$ cat config.mk
export PLATFORM = sky130hd
export DESIGN_NAME = ft_pipe_adder
export DESIGN_NICKNAME = d
export VERILOG_FILES = /design/src/rtl/ft_pipe_adder.sv
export SDC_FILE = /design/constraint.sdc
export NUM_CORES = 1
export LEC_CHECK = 0
export CORE_MARGIN = 3
export CORE_UTILIZATION = 51
export CTS_BUF_LIST = sky130_fd_sc_hd__clkbuf_4
export DETAILED_ROUTE_END_ITERATION = 6
export PLACE_DENSITY = 0.8
export SLEW_MARGIN = 20
export SYNTH_ARGS = -nofsm -noshare
export SYNTH_HDL_FRONTEND = slang
export SYNTH_SLANG_ARGS = --single-unit
$ cat constraint.sdc
create_clock -name IN_CLK -period 2.6 [get_ports IN_CLK]
set_input_delay 0.52 -clock IN_CLK [delete_from_list [all_inputs] [get_ports IN_CLK]]
set_output_delay 0.52 -clock IN_CLK [all_outputs]
set_load 0.01 [all_outputs]
$ cat src/rtl/ft_pipe_adder.sv
// ft_pipe_adder: pipelined, triple-replicated WIDTH-bit adder/subtractor.
// One pipeline stage per SEG-bit segment. The carry ripples stage to stage. Each stage
// votes three replica results bitwise and flags any disagreement with the transaction.
// A single advance signal stalls the whole pipe on downstream back-pressure.
module ft_pipe_adder #(
    parameter int unsigned WIDTH  = 16,
    parameter int unsigned SEG    = 4,
    parameter int unsigned ECNT_W = 8
) (
    input  logic              IN_CLK,
    input  logic              IN_RST_N,
    input  logic              IN_VALID,
    output logic              OUT_READY,
    input  logic [WIDTH-1:0]  IN_A,
    input  logic [WIDTH-1:0]  IN_B,
    input  logic              IN_CIN,
    input  logic              IN_SUB,
    input  logic [2:0]        IN_FI_MASK,
    output logic              OUT_VALID,
    input  logic              IN_READY,
    output logic [WIDTH-1:0]  OUT_SUM,
    output logic              OUT_COUT,
    output logic              OUT_OVF,
    output logic              OUT_ERR,
    output logic [ECNT_W-1:0] OUT_ERR_CNT
);

    localparam int unsigned NSTG = WIDTH / SEG;
    localparam int unsigned MSB  = WIDTH - 1;

    typedef logic [WIDTH-1:0] word_t;
    typedef logic [SEG:0]     rep_t;   // {carry_out, sum_segment}

    // Pipeline registers: stage k holds the transaction after segment k is computed.
    logic [NSTG-1:0] vld_q;
    logic [NSTG-1:0] cy_q;
    logic [NSTG-1:0] err_q;
    word_t           a_q   [NSTG];
    word_t           bp_q  [NSTG];
    word_t           sum_q [NSTG];
    logic [ECNT_W-1:0] ecnt_q;

    // Stage inputs: stage 0 is fed from the prepared operands, stage k from register k-1.
    logic [NSTG-1:0] vld_in;
    logic [NSTG-1:0] cy_in;
    logic [NSTG-1:0] err_in;
    word_t           a_in   [NSTG];
    word_t           bp_in  [NSTG];
    word_t           sum_in [NSTG];

    // Stage results after voting.
    rep_t            rep    [NSTG][3];
    rep_t            voted  [NSTG];
    logic [NSTG-1:0] cy_d;
    logic [NSTG-1:0] err_d;
    word_t           sum_d  [NSTG];

    logic adv;
    logic xfer_out;

    // One replica: plain segment add with carry-in.
    function automatic rep_t replica(input logic [SEG-1:0] x, input logic [SEG-1:0] y,
                                     input logic c);
        replica = {1'b0, x} + {1'b0, y} + {{SEG{1'b0}}, c};
    endfunction

    // Bitwise 2-of-3 majority.
    function automatic rep_t vote(input rep_t x, input rep_t y, input rep_t z);
        vote = (x & y) | (y & z) | (x & z);
    endfunction

    // The whole pipe moves together; nothing moves while a result is waiting.
    assign adv       = !vld_q[NSTG-1] || IN_READY;
    assign OUT_READY = adv;
    assign xfer_out  = vld_q[NSTG-1] && IN_READY;

    // Select the stage inputs: operand preparation for stage 0, previous register otherwise.
    always_comb begin
        vld_in[0] = IN_VALID;
        a_in[0]   = IN_A;
        // Subtraction as A + ~B + 1; the incoming carry is ignored in that mode.
        bp_in[0]  = IN_SUB ? ~IN_B : IN_B;
        cy_in[0]  = IN_SUB ? 1'b1 : IN_CIN;
        sum_in[0] = '0;
        err_in[0] = 1'b0;
        for (int k = 1; k < NSTG; k++) begin
            vld_in[k] = vld_q[k-1];
            a_in[k]   = a_q[k-1];
            bp_in[k]  = bp_q[k-1];
            cy_in[k]  = cy_q[k-1];
            sum_in[k] = sum_q[k-1];
            err_in[k] = err_q[k-1];
        end
    end

    // Replicated segment add, fault injection on replica carries, voting and error detect.
    always_comb begin
        for (int k = 0; k < NSTG; k++) begin
            for (int r = 0; r < 3; r++) begin
                rep[k][r] = replica(a_in[k][k*SEG +: SEG], bp_in[k][k*SEG +: SEG], cy_in[k]);
                rep[k][r][SEG] = rep[k][r][SEG] ^ IN_FI_MASK[r];
            end
            voted[k] = vote(rep[k][0], rep[k][1], rep[k][2]);
            // Earlier segments ride through untouched; only this stage's slice is replaced.
            sum_d[k] = sum_in[k];
            sum_d[k][k*SEG +: SEG] = voted[k][SEG-1:0];
            cy_d[k]  = voted[k][SEG];
            err_d[k] = err_in[k] |
                       (|((rep[k][0] ^ rep[k][1]) | (rep[k][1] ^ rep[k][2])));
        end
    end

    // Pipeline state: valid bits shift on advance, payload loads only with a valid entry.
    always_ff @(posedge IN_CLK) begin
        if (!IN_RST_N) begin
            vld_q <= '0;
            cy_q  <= '0;
            err_q <= '0;
            for (int k = 0; k < NSTG; k++) begin
                a_q[k]   <= '0;
                bp_q[k]  <= '0;
                sum_q[k] <= '0;
            end
        end else if (adv) begin
            vld_q <= vld_in;
            for (int k = 0; k < NSTG; k++) begin
                if (vld_in[k]) begin
                    a_q[k]   <= a_in[k];
                    bp_q[k]  <= bp_in[k];
                    sum_q[k] <= sum_d[k];
                    cy_q[k]  <= cy_d[k];
                    err_q[k] <= err_d[k];
                end
            end
        end
    end

    // Saturating count of erroneous results actually handed downstream.
    always_ff @(posedge IN_CLK) begin
        if (!IN_RST_N) begin
            ecnt_q <= '0;
        end else if (xfer_out && err_q[NSTG-1] && (ecnt_q != {ECNT_W{1'b1}})) begin
            ecnt_q <= ecnt_q + 1'b1;
        end
    end

    assign OUT_VALID   = vld_q[NSTG-1];
    assign OUT_SUM     = sum_q[NSTG-1];
    assign OUT_COUT    = cy_q[NSTG-1];
    // Signed overflow: like-signed operands giving a result of the other sign.
    assign OUT_OVF     = (a_q[NSTG-1][MSB] == bp_q[NSTG-1][MSB]) &&
                         (sum_q[NSTG-1][MSB] != a_q[NSTG-1][MSB]);
    assign OUT_ERR     = vld_q[NSTG-1] && err_q[NSTG-1];
    assign OUT_ERR_CNT = ecnt_q;

endmodule

==> flow_summary.yaml, run 1 <==
timing:
  setup_repair_after_global_routing_missed_its_margin: "false"
  maxSlewHeadroom: 0.5817
  final_number_of_max_transition_violations: 0
  finalHoldViolations: 0
  worst-slew-pin-transition_ns: 0.6268
  finalSetupViolCount: 0
  finalCriticalPeriod_ns: 2.351
  timing_limited_maximum_frequency_mhz: 425.4
  timing.final.crit_share: 0.9040
  whs_ns: 0.4720
  fin_worst_skew_ns: 0.02101
setup_path:
  critical_path_class: "primary input to output port"
  cp.arrival_ns: 1.83
  worstPathMaxFanout: 11
  max_stage_delay_ns: 0.58
  crit_path_start_kind: "primary input"
  worstSetupEndpointType: "output port"
  timing.critical_path.cells: "clkdlybuf4s50_1 > nor2b_4 > inv_2 > clkdlybuf4s50_1"
  worst_path_most_repeated_cell: "clkdlybuf4s50_1"
  cp_required_ns: 2.08
  crit_slowest_cell: "clkdlybuf4s50_1"
global_routing:
  first_pass_grt_wire_length_um: 12270
  globalRoute.totalOverflow: 0
  gr-usage-all-layers: 0.1391
  grt_start_max_net_pins: 30
  initial_antenna_violation_count: 0
  via_count_of_the_first_global_routing_pass: 2769
final_layout:
  leading_cell_type_in_the_layout_fill_and_taps_excluded: "edfxtp_1"
  fin_util: 0.6409
  layout_cells_sized_above_1: 0.06992
  finalNetCount: 529
  most-common-layout-cells: "edfxtp_1 (90), and2_1 (72), clkdlybuf4s50_1 (69)"
  antenna-diode-count: 0
  area.growth.synth_to_final_pct: 20.78
floorplan:
  fp-row-count: 35
  die_x_um: 104.5
  initial_utilization: 0.5307
  pin_count: 70
  fp.dieArea_sq_um: 10920
  floorplan.die.height_um: 104.5
  core_region_area_sq_um: 9328
yosys:
  synth-simple-area-share: 0.1775
  synth_nets: 450
  fraction_of_synthesis_flops_using_an_asynchronous_set_or_reset_pin: 0
  synth_flop_cell: "edfxtp_1"
  synth-adder-area-share: 0.06749
  syn-mean-instance-area_sq_um: 12.76
  synthXorXnorAreaFrac: 0.04601
  synth_top_area_cell: "edfxtp_1"
  fraction_of_the_yosys_area_taken_by_sequential_cells: 0.6269
  synth.ff_latch_count: 110
  post_synth_inst_count: 388
  combinational_family_with_the_most_area_after_synthesis: "simple AND/OR/NAND/NOR gates"
  synth_edf_count: 90
  post_synthesis_instance_area_sq_um: 4950
  synth.top_cell.area_share: 0.5460
  yosys_warnings: 0
  synth_compound_gate_area_share: 0.05157
  synth.lib_cells_used.distinct: 44
  synth_top_cells_by_area: "edfxtp_1 (55%), and2_1 (9.1%), dfxtp_1 (8.1%)"
  synth_mux_area_frac: 0.002022
power:
  ir_worst_vdd_mv: 0.2414
  p_leak_nw: 2.280
  power_density_nw_per_um2: 542.2
  power.total_mw: 3.241
placement:
  dpl.hpwl_um: 5679
  gpl.final_weighted_congestion: 0.8136
  input_output_buffers: 69
clock_network:
  cts_root_buf: "clkbuf_4"
  ctsLongestPathBuffers: 2
  cts_hold_buffers: 0
  number_of_buffers_created_by_cts: 9
  number_of_gates_resized_after_cts: 0
  clkSlewWorstSetupHoldPaths_ns: 0.18
  post_cts.repair.setup_buffers: 0
  cts_sinks: 110
  clkLatencyLatePin_ns: 0.45
  clock_tree_from_tritoncts: "done"
  ctsHtreeMaxLevel: 3
run_status:
  status: "finished clean"
detailed_routing:
  topRoutingLayerUsed: "met4"
  wl_um: 7292
  route.detailed.drc: 0
  drt_iter0_drc: 142
  detail_route.first_pass.iterations: 4
  post_drt_wl_per_cell_um: 12.13
  via_per_inst: 4.855
  route.met2.wl_um: 3665
  number_of_vias_in_the_routed_layout: 2918
  wl_met1_um: 3137
  met3RoutedLength_um: 319
  drt.antenna.violating_nets: 0
worst_hold_path:
  hold_path_class: "flip-flop to flip-flop"
job:
  max-cap-violations: 0
cell families (layout without fill, tap and decap cells):
logic type,Yosys count,count (layout)
DFF,110,110
AOI/OAI and AO/OA,37,37
muxes,1,1
and+or+nand+nor,157,157
adders and majority gates,22,22
xor gates and xnor gates,26,26
buffers and inverters,35,119
synth_stat cells (4+ instances only):
library cell,count
nand2_1,18
clkbuf_1,6
fa_1,8
o21ai_0,10
inv_1,22
nor3b_1,4
a21boi_0,9
xor2_1,6
nor2b_1,7
nor2_1,28
and3_1,6
nor3_1,8
xnor2_1,20
and2_1,72
dfxtp_1,20
edfxtp_1,90
ha_1,13
cell type report:
class	count	area [sq um]
repair buffers	80	773.2
inverters	23	86.33
flip-flops and latches	110	3103
fillers	710	3349
multi-input cells	243	1705
clock buffers	9	67.56
clock inverters	7	81.33
well taps	129	161.4
flip-flops by register name, indices dropped and copies added (netlist names):
register and cells:
vld_q 4, cy_q 4, err_q 4, bp_q 25, sum_q 40, OUT_ERR_CNT 8
a_q 25
through the flow:
| stage | TNS (ns) | worst slack (ns) | instance area [sq um] | std cells |
|---|---|---|---|---|
| finish | 0 | 0.2495 | 5978 | 601 |
| global route | 0 | 0.2012 | 5978 | 601 |
| CTS | 0 | 0.2467 | 5978 | 601 |
| detailed placement | -0.1313 | -0.07468 | 5829 | 585 |
| global placement | 0 | 0.006247 | 5829 | 585 |
| floorplan | 0 | 0.1232 | 4950 | 388 |
report_power, final:
group	total, mW	switching [mW]	internal (mW)
Combinational	0.364	0.175	0.189
Sequential	2.04	0.0284	2.01
Clock	0.838	0.601	0.238
Total	3.24	0.805	2.44
path summary, 6_finish.rpt:
check / from / endpoint / slack [ns] / cells past startpoint
min reg2reg: err_q[3]$_SDFFE_PN0P_ / err_q[3]$_SDFFE_PN0P_ / 0.47 / 2
min: err_q[3]$_SDFFE_PN0P_ / err_q[3]$_SDFFE_PN0P_ / 0.47 / 2
max reg2reg: cy_q[2]$_SDFFE_PN0P_ / cy_q[3]$_SDFFE_PN0P_ / 0.48 / 7
max: IN_READY / OUT_READY / 0.25 / 4
critical path: cells and delay by family:
| kind | cells | cell delay (ns) |
|---|---|---|
| buf+inv | 3 | 1.23 |
| simple gates | 1 | 0.07 |
per-layer routing:
layer,GRT usage,vias to the layer above
met5,0,-
met4,0.06838,0
met3,0.02235,14
met2,0.2458,74
met1,0.1640,1339
li1,-,1491
No activity file was read; power rests on OpenSTA's default activity.
==> run 2: changes to the inputs <==
--- a/config.mk
+++ b/config.mk
@@ -10,7 +10,6 @@
 export CTS_BUF_LIST = sky130_fd_sc_hd__clkbuf_4
 export DETAILED_ROUTE_END_ITERATION = 6
 export PLACE_DENSITY = 0.8
-export SLEW_MARGIN = 20
 export SYNTH_ARGS = -nofsm -noshare
 export SYNTH_HDL_FRONTEND = slang
 export SYNTH_SLANG_ARGS = --single-unit
==> results of run 2 <==
Final layout, timing and power as in run 1 (identical DEF).
